===== src/rtl/div_fn_unit.sv =====
// Iterative 32-bit integer divider (DIV/DIVU/REM/REMU) with a CDB result port.
// One restoring step per cycle; divide-by-zero and signed overflow finish immediately.
module div_fn_unit #(
    parameter int PR_BITS  = 5,
    parameter int ROB_BITS = 4
) (
    input  logic                clk,
    input  logic                rst,
    input  logic                flush,
    input  logic                issue_valid,
    output logic                issue_ready,
    input  logic [2:0]          funct3,
    input  logic [31:0]         rs1_v,
    input  logic [31:0]         rs2_v,
    input  logic [PR_BITS-1:0]  pd_in,
    input  logic [ROB_BITS-1:0] rob_in,
    output logic                cdb_valid,
    input  logic                cdb_grant,
    output logic [PR_BITS-1:0]  cdb_pd,
    output logic [ROB_BITS-1:0] cdb_rob,
    output logic [31:0]         cdb_data
);

    localparam logic [1:0] IDLE = 2'd0;
    localparam logic [1:0] CALC = 2'd1;
    localparam logic [1:0] DONE = 2'd2;

    logic [1:0]  state_r;
    logic [4:0]  cnt_r;
    logic [31:0] quo_r;
    logic [31:0] dvs_r;
    logic [31:0] rem_r;
    logic        q_neg_r;
    logic        r_neg_r;
    logic        is_rem_r;

    logic        accept_s;
    logic        signed_s;
    logic        a_neg_s;
    logic        b_neg_s;
    logic [31:0] a_mag_s;
    logic [31:0] b_mag_s;
    logic        div0_s;
    logic        ovf_s;
    logic [31:0] special_data_s;
    logic [32:0] shift_s;
    logic [32:0] diff_s;
    logic [31:0] rem_nxt_s;
    logic [31:0] quo_nxt_s;
    logic [31:0] fin_s;
    logic        unused_s;

    function automatic logic [31:0] neg_if(input logic [31:0] v, input logic n);
        return n ? (~v + 32'd1) : v;
    endfunction

    // Issue handshake, operand decode and special-case detection
    always_comb begin
        issue_ready = (state_r == IDLE) & ~flush;
        accept_s    = issue_valid & issue_ready;
        signed_s    = ~funct3[0];
        unused_s    = funct3[2];
        a_neg_s     = signed_s & rs1_v[31];
        b_neg_s     = signed_s & rs2_v[31];
        a_mag_s     = neg_if(rs1_v, a_neg_s);
        b_mag_s     = neg_if(rs2_v, b_neg_s);
        div0_s      = (rs2_v == 32'd0);
        ovf_s       = signed_s & (rs1_v == 32'h8000_0000) & (rs2_v == 32'hFFFF_FFFF);
        if (div0_s) begin
            special_data_s = funct3[1] ? rs1_v : 32'hFFFF_FFFF;
        end else if (ovf_s) begin
            special_data_s = funct3[1] ? 32'd0 : 32'h8000_0000;
        end else begin
            special_data_s = 32'd0;
        end
    end

    // One restoring step; the 33-bit subtract exposes the borrow
    always_comb begin
        shift_s = {rem_r, quo_r[31]};
        diff_s  = shift_s - {1'b0, dvs_r};
        if (!diff_s[32]) begin
            rem_nxt_s = diff_s[31:0];
            quo_nxt_s = {quo_r[30:0], 1'b1};
        end else begin
            rem_nxt_s = shift_s[31:0];
            quo_nxt_s = {quo_r[30:0], 1'b0};
        end
        fin_s = is_rem_r ? neg_if(rem_nxt_s, r_neg_r) : neg_if(quo_nxt_s, q_neg_r);
    end

    // Control FSM, datapath registers and registered CDB outputs
    always_ff @(posedge clk or posedge rst) begin
        if (rst) begin
            state_r   <= IDLE;
            cnt_r     <= 5'd0;
            quo_r     <= 32'd0;
            dvs_r     <= 32'd0;
            rem_r     <= 32'd0;
            q_neg_r   <= 1'b0;
            r_neg_r   <= 1'b0;
            is_rem_r  <= 1'b0;
            cdb_valid <= 1'b0;
            cdb_pd    <= '0;
            cdb_rob   <= '0;
            cdb_data  <= 32'd0;
        end else if (flush) begin
            state_r   <= IDLE;
            cnt_r     <= 5'd0;
            cdb_valid <= 1'b0;
            cdb_data  <= 32'd0;
        end else begin
            case (state_r)
                IDLE: begin
                    if (accept_s) begin
                        cdb_pd   <= pd_in;
                        cdb_rob  <= rob_in;
                        is_rem_r <= funct3[1];
                        q_neg_r  <= a_neg_s ^ b_neg_s;
                        r_neg_r  <= a_neg_s;
                        quo_r    <= a_mag_s;
                        dvs_r    <= b_mag_s;
                        rem_r    <= 32'd0;
                        cnt_r    <= 5'd0;
                        if (div0_s || ovf_s) begin
                            state_r   <= DONE;
                            cdb_valid <= 1'b1;
                            cdb_data  <= special_data_s;
                        end else begin
                            state_r <= CALC;
                        end
                    end else begin
                        state_r <= IDLE;
                    end
                end
                CALC: begin
                    rem_r <= rem_nxt_s;
                    quo_r <= quo_nxt_s;
                    cnt_r <= cnt_r + 5'd1;
                    if (cnt_r == 5'd31) begin
                        state_r   <= DONE;
                        cdb_valid <= 1'b1;
                        cdb_data  <= fin_s;
                    end else begin
                        state_r <= CALC;
                    end
                end
                DONE: begin
                    if (cdb_grant) begin
                        state_r   <= IDLE;
                        cdb_valid <= 1'b0;
                        cdb_data  <= 32'd0;
                    end else begin
                        state_r <= DONE;
                    end
                end
                default: begin
                    state_r   <= IDLE;
                    cnt_r     <= 5'd0;
                    cdb_valid <= 1'b0;
                    cdb_data  <= 32'd0;
                end
            endcase
        end
    end

endmodule

===== config.mk =====
export PLATFORM = sky130hd
export DESIGN_NAME = div_fn_unit
export DESIGN_NICKNAME = d
export VERILOG_FILES = /design/src/rtl/div_fn_unit.sv
export SDC_FILE = /design/constraint.sdc
export NUM_CORES = 1
export LEC_CHECK = 0
export BUFFER_PORTS_ARGS = -buffer_cell sky130_fd_sc_hd__buf_2
export CAP_MARGIN = 20
export CORE_MARGIN = 4
export CORE_UTILIZATION = 41
export CTS_CLUSTER_DIAMETER = 200
export DETAILED_ROUTE_END_ITERATION = 6
export MAX_ROUTING_LAYER = met4
export SLEW_MARGIN = 25
export SYNTH_ARGS = -nofsm -noshare
export SYNTH_HDL_FRONTEND = slang
export SYNTH_SLANG_ARGS = --single-unit

===== constraint.sdc =====
create_clock -name clk -period 4.9 [get_ports clk]
set_input_delay 0.98 -clock clk [delete_from_list [all_inputs] [get_ports clk]]
set_output_delay 0.98 -clock clk [all_outputs]
set_load 0.03 [all_outputs]

======== Word-level counts from Yosys, hierarchy flattened ========
Cells that the tools add are included.
storage, ports and cells
  bits in registers ....................... 148
  bits of input ports ..................... 81
  output and inout bits ................... 43
  logic and storage cells ................. 86
operators by class
  add/sub/neg operators ................... 6
  equality and inequality tests ........... 11
  multiplexer cells ....................... 36
  bitwise logic cells ..................... 13
  reduce and logical (&&, ||, !) cells .... 8
operators with widths
  kind                                           count
  two-way mux 32 bit                             17
  adder 32 x 1 -> 32 bit, second input constant  4
  inverter 32 bit                                4
  one-hot mux 32 bit (2 select lines)            2
  one-hot mux 32 bit (3 select lines)            1
  == test 32 bit, second input constant          2
  subtractor 33 x 32 -> 33 bit                   1
  zero test 32 bit                               1
  one-hot mux 5 bit (3 select lines)             1
  two-way mux 2 bit                              5
  two-way mux 5 bit                              2
  != test 3 bit, second input constant           3
  AND 1 bit                                      6
  two-way mux 1 bit                              6
  one-hot mux 2 bit (3 select lines)             1
  AND reduction 3 bit                            2
  adder 5 x 1 -> 5 bit, second input constant    1
  == test 5 bit, second input constant           1
  != test 2 bit, second input constant           2
  AND reduction 4 bit                            1
  != test 3 x 2 -> 1 bit, second input constant  1
  one-hot mux 1 bit (3 select lines)             1
  == test 2 x 1 -> 1 bit, second input constant  1
  == test 2 bit, second input constant           1
  6 further kinds                                7

======== Depth between registers and ports, before layout ========
Gate-level depths: netlist of run 1.
  word-level depth ........................ 9
  mapped depth ............................ 24
  depth with buffers taken out ............ 22

======== Worst setup path after synthesis of run 1 ========
Ideal clock, no wire load.
  kind .................................... reg-to-reg
  from .................................... register quo_r[31]
  to ...................................... register cdb_data[30]
  library setup time ...................... 111 ps
  arrival ................................. 4,939 ps
  path slack .............................. -150 ps
  stages on the path, launching flop included .. 24
  period minus slack after synthesis ...... 5,050 ps
  path through ............................ dfrtp_1 inv_1 ha_1 fa_1 nor2b_4 o31a_1 o21ai_2 a211oi_2 o21a_1 nor2_4 inv_4 clkbuf_1 clkbuf_1 ha_1 nand3_1 or3_1 or3_1 o21ai_0 nand2_1 xnor2_1 nor2_1 o21ai_0 and4_1 a2111oi_2
between the ends
  word-level cells in the longest chain between the ends .. 9
  elaborated cells on any way between the ends .. 13
  those cells by class .................... add/sub: 3; mux: 8; bitwise: 2
RTL lines
  item                                                     line  source
  start, declared                                          30    logic [31:0] quo_r;
  start signal, assigned                                   121   quo_r <= a_mag_s;
  start signal, assigned                                   138   quo_r <= quo_nxt_s;
  subtractor 33 x 32 -> 33 bit                             81    diff_s = shift_s - {1'b0, dvs_r};
  two-way mux 1 bit or two-way mux 32 bit (tied branches)  82    if (!diff_s[32]) begin
  inverter 32 bit                                          54    return n ? (~v + 32'd1) : v;
  adder 32 x 1 -> 32 bit                                   54
  two-way mux 32 bit                                       54
  two-way mux 32 bit (*)                                   89    fin_s = is_rem_r ? neg_if(rem_nxt_s, r_neg_r) : neg_if(quo_nxt_s, q_neg_r);
  two-way mux 32 bit (*)                                   140   if (cnt_r == 5'd31) begin
  one-hot mux 32 bit (3 select lines) (*)                  113   case (state_r)
  two-way mux 32 bit (*)                                   107   end else if (flush) begin
  end signal, assigned                                     128   cdb_data <= special_data_s;
  end signal, assigned                                     143   cdb_data <= fin_s;
  end, declared                                            21    output logic [31:0] cdb_data
Mark *: on every way between the ends. The rest lies on a longest branch, timed or not. The select of a mux whose other input is x is not followed.
A chain may end at the register's enable or synchronous reset.

======== Final worst setup path of run 1 ========
  from .................................... register rem_r[15]
  to ...................................... register cdb_data[20]
between the ends
  word-level cells in the longest chain between the ends .. 9
  elaborated cells on any way between the ends .. 13
  those cells by class .................... add/sub: 3; mux: 8; bitwise: 2
RTL lines
  item                                                     line  source
  start, declared                                          32    logic [31:0] rem_r;
  start signal, assigned                                   137   rem_r <= rem_nxt_s;
  subtractor 33 x 32 -> 33 bit                             81
  two-way mux 1 bit or two-way mux 32 bit (tied branches)  82
  inverter 32 bit                                          54
  adder 32 x 1 -> 32 bit                                   54
  two-way mux 32 bit                                       54
  two-way mux 32 bit (*)                                   89
  two-way mux 32 bit (*)                                   140
  one-hot mux 32 bit (3 select lines) (*)                  113
  two-way mux 32 bit (*)                                   107
Marked as above.

==> results of run 1 <==
sequential cells by signal (all words and copies together) (netlist names), 2 cells and up:
| register | flops |
|---|---|
| cdb_data | 32 |
| cdb_pd | 5 |
| cdb_rob | 4 |
| cnt_r | 5 |
| dvs_r | 32 |
| quo_r | 32 |
| rem_r | 32 |
| state_r | 2 |
power groups by stage:
stage / Combinational [W] / Sequential [W] / Clock [W]
CTS: 0.00142 / 0.00146 / 0.00152
floorplan: 0.000943 / 0.00148 / 0
finish: 0.00148 / 0.00146 / 0.00150
global route: 0.00164 / 0.00148 / 0.00158
global placement: 0.00140 / 0.00148 / 0
detailed placement: 0.00141 / 0.00148 / 0
metal layers:
metal / part of all wire, % / up-vias / GRT usage, %
li1: - / 6128 / -
met1: 45 / 6129 / 36.0
met2: 46 / 424 / 41.6
met3: 7.0 / 67 / 4.70
met4: 2.4 / 0 / 7.39
met5: 0 / - / -
what timing repair did:
| action | CTS | global route |
|---|---|---|
| setup buffers | 0 | 8 |
| pin swaps | 0 | 17 |
| gates resized for setup | 1 | 37 |
| cloned | 0 | 0 |
| setup endpoints to repair | 1 | 10 |
| hold endpoints to repair | 0 | 0 |
cell type report:
class,count,area (um^2),area share (%)
clock buffers,20,457,3.08
clock inverters,12,201,1.36
inverters,64,249,1.68
multi-input cells,1306,8300,56.0
flip-flops and latches,148,3700,25.0
well taps,390,488,3.29
repair buffers,228,1420,9.60
stage by stage:
step	cells	hold WS [ps]
after global placement	2128	456
after CTS	2160	474
after global routing	2168	491
final	2168	473
after floorplan	1609	450
after detailed placement	2128	458
kinds of logic (layout without fill, tap and decap cells):
kind of cell               count (synthesis)  in the layout
DFF                                      148            148
xor gates and xnor gates                 127            127
and+or+nand+nor                          561            561
buffers and inverters                    155            324
muxes                                     31             31
adders and majority gates                 40             40
AOI/OAI and AO/OA                        547            547
final timing paths:
| check | end | slack, ps | cells past startpoint |
|---|---|---|---|
| worst min register to register | cdb_data[0] | 470 | 2 |
| worst max register to register | cdb_data[20] | 230 | 20 |
| max in group asynchronous | rem_r[21] | 3400 | 3 |
| worst min-delay path | cdb_data[0] | 470 | 2 |
| worst max-delay path | cdb_data[20] | 230 | 20 |
| min in group asynchronous | cdb_data[15] | 760 | 3 |
placed cells by master (no fill, tap or decap), types with 22 or more instances in the layout:
cell,n
a21oi_1,118
buf_2,122
buf_4,104
dfrtp_1,147
ha_1,30
inv_1,61
mux2i_1,28
nand2_1,213
nand3_1,22
nor2_1,130
nor3_1,40
o211ai_1,27
o21ai_0,200
o31ai_1,22
or3_1,23
xnor2_1,70
xor2_1,57
worst min-delay path: stages (launching register included):
cell	delay (ps)
dfrtp_1	340
nand2_1	50
nand2_1	50
==> results by stage, run 1 <==
Floorplanning:
- Measured along the x axis, the die boundary spans around 180 um.
- The standard cell core area is a little under 30000 um^2.
- The starting density of the core is about two fifths.
- The die area is around 33000 um^2.
- The number of standard-cell rows in the floorplan is 63.
- The number of top-level pins is 124.
- The y dimension of the die is around 180 um.

Timing:
- The final number of max-transition violations came to 0.
- The accumulated negative setup slack is 0 ps.
- Setup repair after global routing left no endpoint under its margin.
- The hold violation count in the final report is 0.
- For this run, the top clock speed supported by timing is 214 MHz.
- The worst path uses between 90% and 100% of the clock period.
- The clock period could shrink to 4670 ps.
- Setup violations remaining at the end of the flow were counted as 0.
- The clock skew after layout is approximately 14 ps.
- Headroom to the max-slew limit came out at a little over a third.
- At the pin with the least slew margin, the transition time is ~950 ps.
- Setup slack on the critical path of the routed design comes to around 230 ps.

Synthesis:
- The net count after synthesis is between 1500 and 2000.
- The xor/xnor cell area share of the yosys netlist is 8.94%.
- The number of different library cells used by synthesis comes to 97.
- Ranked by total cell area, the synthesized netlist is headed by dfrtp_1 (30%), o21ai_0 (8.2%), nand2_1 (6.5%).
- The synthesized design contains 0 enable-type register cells.
- Of the total synthesized cell area, the portion taken by AND, OR, NAND and NOR gates is between 20 and 25%.
- The synthesized design spends more area on one cell type than any other, namely dfrtp_1.
- In the synthesized netlist, mux cells make up 2.52% of the area.
- Sequential elements use roughly 30% of the synthesized area.
- In the synthesized netlist the async set-or-reset flop fraction comes to 100%.
- In this run, synthesis produced a sequential element count of about 150.
- The number of cells produced by synthesis is about 1600.
- In this run the biggest area consumer among cell types represents 29.8% of the synthesized area.
- The fraction of the mapped netlist area in adder cells is under 10%.
- The average size of a mapped cell is a little under 8 um^2.
- The commonest cells after synthesis are nand2_1 (214), o21ai_0 (204), dfrtp_1 (148), nor2_1 (130), a21oi_1 (120).
- The mapped netlist covers approximately 12000 um^2.
- The synthesized netlist devotes roughly 28% of its cell area to compound gates.
- The most used flip-flop cell after synthesis is dfrtp_1.
- The leading cell type by number of instances after synthesis is nand2_1.
- The count of yosys warnings during synthesis is 0.
- The dominant combinational cell family by area after synthesis is compound AO/OA/AOI/OAI gates.

Worst setup path:
- By instance count, the cell type seen most on the critical path is or3_1.
- The launch point of the worst reg-to-reg path is rem_r[15].
- The kind of cell adding the most delay to the critical path is simple AND/OR/NAND/NOR gates.
- The critical setup path kind is register to register.
- The start point of the critical path is rem_r[15].
- STA classifies the critical path startpoint as a register.
- Traced cell by cell, the critical path runs through ha_1, and4_4, nand2_1, or3_1, a211oi_4, o21a_1, nor2_4, clkinv_4, nor2_1, a21oi_2, ha_2, o211ai_1, nor3_2, nand4bb_1, o41ai_4, nand4_2, buf_6, nor4b_1, or3_1, a21oi_1.
- Together, buffers and inverters on the worst path number 2.
- Along the worst path, the maximum fanout reaches 8.
- The cell with the largest stage delay on the worst path is dfrtp_1.
- For the worst setup path, the data required time is around 5300 ps.
- In this design, the stage delay of the slowest critical-path cell is roughly 480 ps.
- STA puts the critical path data arrival time at between 5000 and 6000 ps.
- The worst setup path is captured at a register.

GRT:
- The largest net degree at the start of global routing is between 100 and 150.
- The total congestion overflow after global routing is 0.
- Global routing consumed, over all layers together, 26.7% of the routing resources.
- The number of global-route vias before repair was around 12000.
- The global-route wire length before repair is a little under 70000 um.
- The initial antenna violation count was 0.

Cells and area:
- The number of antenna diodes in the final layout is 0.
- After routing the design area is 14800 um^2.
- The number of inserted filler cells in the final layout is 3033.
- Compared with the post-synthesis result, the final layout area differs by 19.2%.
- The fraction of final layout cells sized beyond drive strength 1 is 18.8%.
- The post-layout utilization of the core is 49.8%.
- The final layout net count is approximately 1900.

Flow run:
- The number of maximum-capacitance violations is 0.

Power and ir drop:
- Summing internal, switching and leakage power gives between 0.004 and 0.005 W.
- The worst IR drop on VDD is 0.224 mV.
- The clock network burns between 30% and 40% of the power.
- The leakage power is 6.38 nW.
- The relative contribution of combinational cells to total power is 33.3%.
- In this run the power spent charging and discharging nets is between 0.0015 and 0.002 W.
- Of the total power, the share spent switching nets is 36.0%.
- Sequential cells burn 32.9% of the power.
- The internal portion of the total power is 0.00285 W.
- The cell area power density is 300 nW/um^2.

Clocking:
- TritonCTS created 17 clock buffers.
- The buffer depth of the longest clock path is 2.
- The total number of clock tree sinks is around 150.
- In this run the clock root is driven by a clkbuf_16.
- The clock transition at the register clock pins on the worst setup and hold paths after CTS is around 70 ps.
- The later-pin clock latency in the skew report is approximately 460 ps.
- Hold repair after CTS inserted 0 buffers.
- The H-tree was split into 4 levels.
- The clock tree from TritonCTS is yes.

Routing:
- The detailed router finished its first iteration with 1086 violations.
- The post-detailed-route count of antenna-violating nets is 0.
- The via density per instance is 5.88.
- For this block, the routed nets add up to roughly 44000 um of wire.
- After detailed routing, the average wire length per cell comes to around 20 um.
- In the routed design, unresolved DRC markers number 1.
- The number of iterations in the first detailed-routing pass is 7.
- The final route contains 12748 vias.

Outcome:
- The flow ran to the end, but the final reports show violations.
- The checks that failed: DRC.

Min path:
- The worst hold path startpoint is cdb_data[0].
- The worst hold path belongs to the class register to register.

Placement:
- The congestion estimate from routability-driven global placement came to slightly above 0.9.
- The worst setup timing slack at the placement stage is around 19 ps.
- The sum of net half-perimeters after detailed placement is roughly 33000 um.
- The cell area after placement is 13900 um^2.
- In this run the tool buffered the top-level ports with 122 buffer cells.
No activity file was read; power rests on OpenSTA's default activity.
==> inputs of run 2 (changes only) <==
CORE_UTILIZATION = 55   (was 41)
PLACE_DENSITY = 0.78   (was not set)
==> run 2 against run 1 <==
The flow now finishes without violations; clock skew fell by 2.1 ps; sequential cell count did not move; non-clock buffer count fell by 34; clock-buffer cell count did not move; sequential power rose by 3%; total power fell by 5.3%; final cell count fell by 6.6%; worst setup slack got worse by 53 ps; die area fell by 24%; critical endpoint unchanged.
==> results by stage, run 2 (same netlist as run 1, synthesis figures left out) <==
GRT:
- The total congestion overflow after global routing is 0.
- The total global routing track utilization is between 30% and 40%.
- The initial antenna violation count is 0.
- The global-route wire length before repair is between 60000 and 70000 um.
- The number of global-route vias before repair is approximately 12000.
- Entering global routing, the biggest net connects approximately 150 pins.

Cells and area:
- In the layout the commonest cells are nand2_1 (213), o21ai_0 (200), dfrtp_1 (148), nor2_1 (130), buf_2 (122).
- Leaving out filler cells and counting taps, the final layout contains about 2000.
- The storage element area is ~3700 um^2.
- The final instance area is 14300 um^2.
- From synthesis to final layout, the design area changed by 15.0%.
- 0 antenna diodes ended up in the layout.
- The final layout net count is 1852.
- The library cell used most frequently in the layout, excluding fill and tap cells, is nand2_1.
- The area of combinational cells with multiple inputs is around 8300 um^2.
- The layout has approximately 1900 filler cells.
- The fraction of final layout cells sized beyond drive strength 1 is around 17%.

Floorplanning:
- The floorplan step defined a core boundary enclosing roughly 22000 um^2.
- The initial utilization of the core area, before any placement, comes to 56.5%.
- The number of standard-cell rows in the floorplan is 54.
- The y dimension of the die is between 150 and 200 um.
- The number of top-level pins is about 120.
- The die covers about 25000 um^2.
- In this run the horizontal extent of the chip is 158 um.

Power and ir drop:
- The total net switching power is 0.00161 W.
- The cell area power density is between 200 and 300 nW/um^2.
- The share of total power dissipated in sequential elements is a little over a third.
- The internal power of the cells totals around 0.0026 W.
- The switching share of power is 38.3%.
- The share of total power dissipated in the clock network is between 30% and 40%.
- The relative contribution of combinational cells to total power is roughly 33%.
- For this design the static power due to leakage is around 6.2 nW.
- The worst-case IR drop observed on VDD is 0.220 mV.

Placement:
- In this run, placement finished with an instance count of between 1500 and 2000.
- After detailed placement, the total cell area comes to 13500 um^2.
- The congestion estimate from routability-driven global placement came to 0.951.
- The port buffer count is between 100 and 150.
- The sum of net half-perimeters after detailed placement is 30300 um.

Worst setup path:
- The worst setup path is of the register to register kind.
- The launch point of the worst reg-to-reg path is quo_r[31].
- The kind of capture point of the worst setup path is a register.
- At the worst endpoint, the required time is about 5300 ps.
- For the worst setup path, the data arrival time is 5080 ps.
- The start point of the critical path is quo_r[31].
- The startpoint type of the worst setup path is a register.
- In this run the worst path has a maximum fanout of 8.

Routing:
- The post-detailed-route count of antenna-violating nets is 0.
- The count of unresolved DRC violations after routing is 0.
- The detailed-route wire length per cell is ~21 um.
- The number of iterations in the first detailed-routing pass is 7.
- Routed signal wires occupy layers up through met4.
- The detailed router's first-iteration violation count is 1466.
- The total length of routed met2 wires is ~19000 um.
- Summing over every cut layer, the via total after detailed routing is between 10000 and 15000.
- The routed length on met1 is between 15000 and 20000 um.
- Using the TritonRoute via totals, the vias-per-cell ratio works out to roughly 6.5.
- The routed design has 41500 um of wire.
- The routed design uses 3750 um of met3 wire.

Clocking:
- The number of buffers created by CTS is 17.
- The buffer depth of the longest clock path is 2.
- The clock reaches the later pin of the worst-skew pair after ~430 ps.
- The clock tree from TritonCTS is yes.
- After clock tree synthesis, the clock-pin slew on the worst setup and hold paths is 70 ps.
- In this run the number of H-tree levels came out at 4.
- CTS placed an instance of clkbuf_16 at the clock tree root.
- The total number of clock tree sinks is around 150.

Timing:
- The maximum achievable frequency is ~210 MHz.
- The clock skew after layout is 11.5 ps.
- The transition time at the pin with the least slew margin is 1090 ps.
- Setup violations remaining at the end of the flow were counted as 0.
- The final number of max-transition violations is 0.
- The final critical-path required period is 4720 ps.
- The tightest slew margin relative to the limit is around 28%.
- The hold violation count in the final report is 0.
- The worst path uses a little over nine tenths of the clock period.

Outcome:
- The flow ran to the end, and the final reports show no timing, DRC or antenna violations.

Flow run:
- The number of maximum-capacitance violations is 0.

Min path:
- The worst hold path startpoint is cdb_pd[0].
- The type of the most critical hold path is register to register.
run 2: worst paths after layout:
| kind | endpoint | cells after the start | slack, ps |
|---|---|---|---|
| min reg2reg | cdb_pd[0] | 2 | 480 |
| min | cdb_pd[0] | 2 | 480 |
| max in group asynchronous | dvs_r[13] | 3 | 3480 |
| min in group asynchronous | cdb_data[8] | 3 | 780 |
| max | cdb_data[20] | 21 | 180 |
| max reg2reg | cdb_data[20] | 21 | 180 |
run 2: final cells by class:
class | count | area share [%]
multi-input combinational | 1306 | 57.8
clock buffer | 20 | 3.12
sequential | 148 | 25.9
inverter | 64 | 1.74
timing repair buffer | 194 | 8.12
clock inverter | 12 | 0.840
tap | 280 | 2.45
run 2: through the flow:
| stage | total power (W) | hold slack (ps) | worst slack (ps) | TNS [ps] | util, % |
|---|---|---|---|---|---|
| after floorplan | 0.00242 | 450 | -53.6 | -53.6 | - |
| after global placement | 0.00281 | 455 | 135 | 0 | 61.3 |
| after detailed placement | 0.00284 | 462 | 68.4 | 0 | 61.3 |
| after CTS | 0.00415 | 481 | 18.7 | 0 | 63.9 |
| after global routing | 0.00442 | 500 | -18.2 | -27.6 | 65.0 |
| final | 0.00421 | 476 | 180 | 0 | 65.0 |
run 2: layer usage:
layer,vias to the layer above,GRT usage (%)
met5,-,-
met4,0,9.67
met3,122,5.68
met2,734,51.8
met1,6208,44.9
li1,6081,-
run 2: repair_timing:
action | 4_1_cts | 5_1_grt
setup buffers | 0 | 11
endpoints found under the setup margin | 0 | 11
hold buffers | 0 | 0
resized for setup | 0 | 36
run 2: power groups by stage:
stage | clock, W | sequential, W | combinational, W
after floorplan | 0 | 0.00148 | 0.000943
after global placement | 0 | 0.00150 | 0.00131
after global routing | 0.00137 | 0.00151 | 0.00154
final | 0.00131 | 0.00150 | 0.00141
after detailed placement | 0 | 0.00151 | 0.00133
after CTS | 0.00132 | 0.00149 | 0.00134
run 2: worst max-delay path: stages, from the launching register on:
cell and delay (ps):
dfrtp_1 380, inv_1 110, ha_2 220, fa_2 400, nor2b_4 120, o31a_1 210, o21ai_4 100, a211oi_2 320
buf_4 180, nor3_4 40, nor2_4 130, clkinv_4 110, a21oi_4 210, ha_4 170, o211ai_1 110, nor3_2 200
nand4bb_1 170, o41ai_2 430, nand4_2 300, nor4b_4 230, or3_4 400, a21oi_2 120
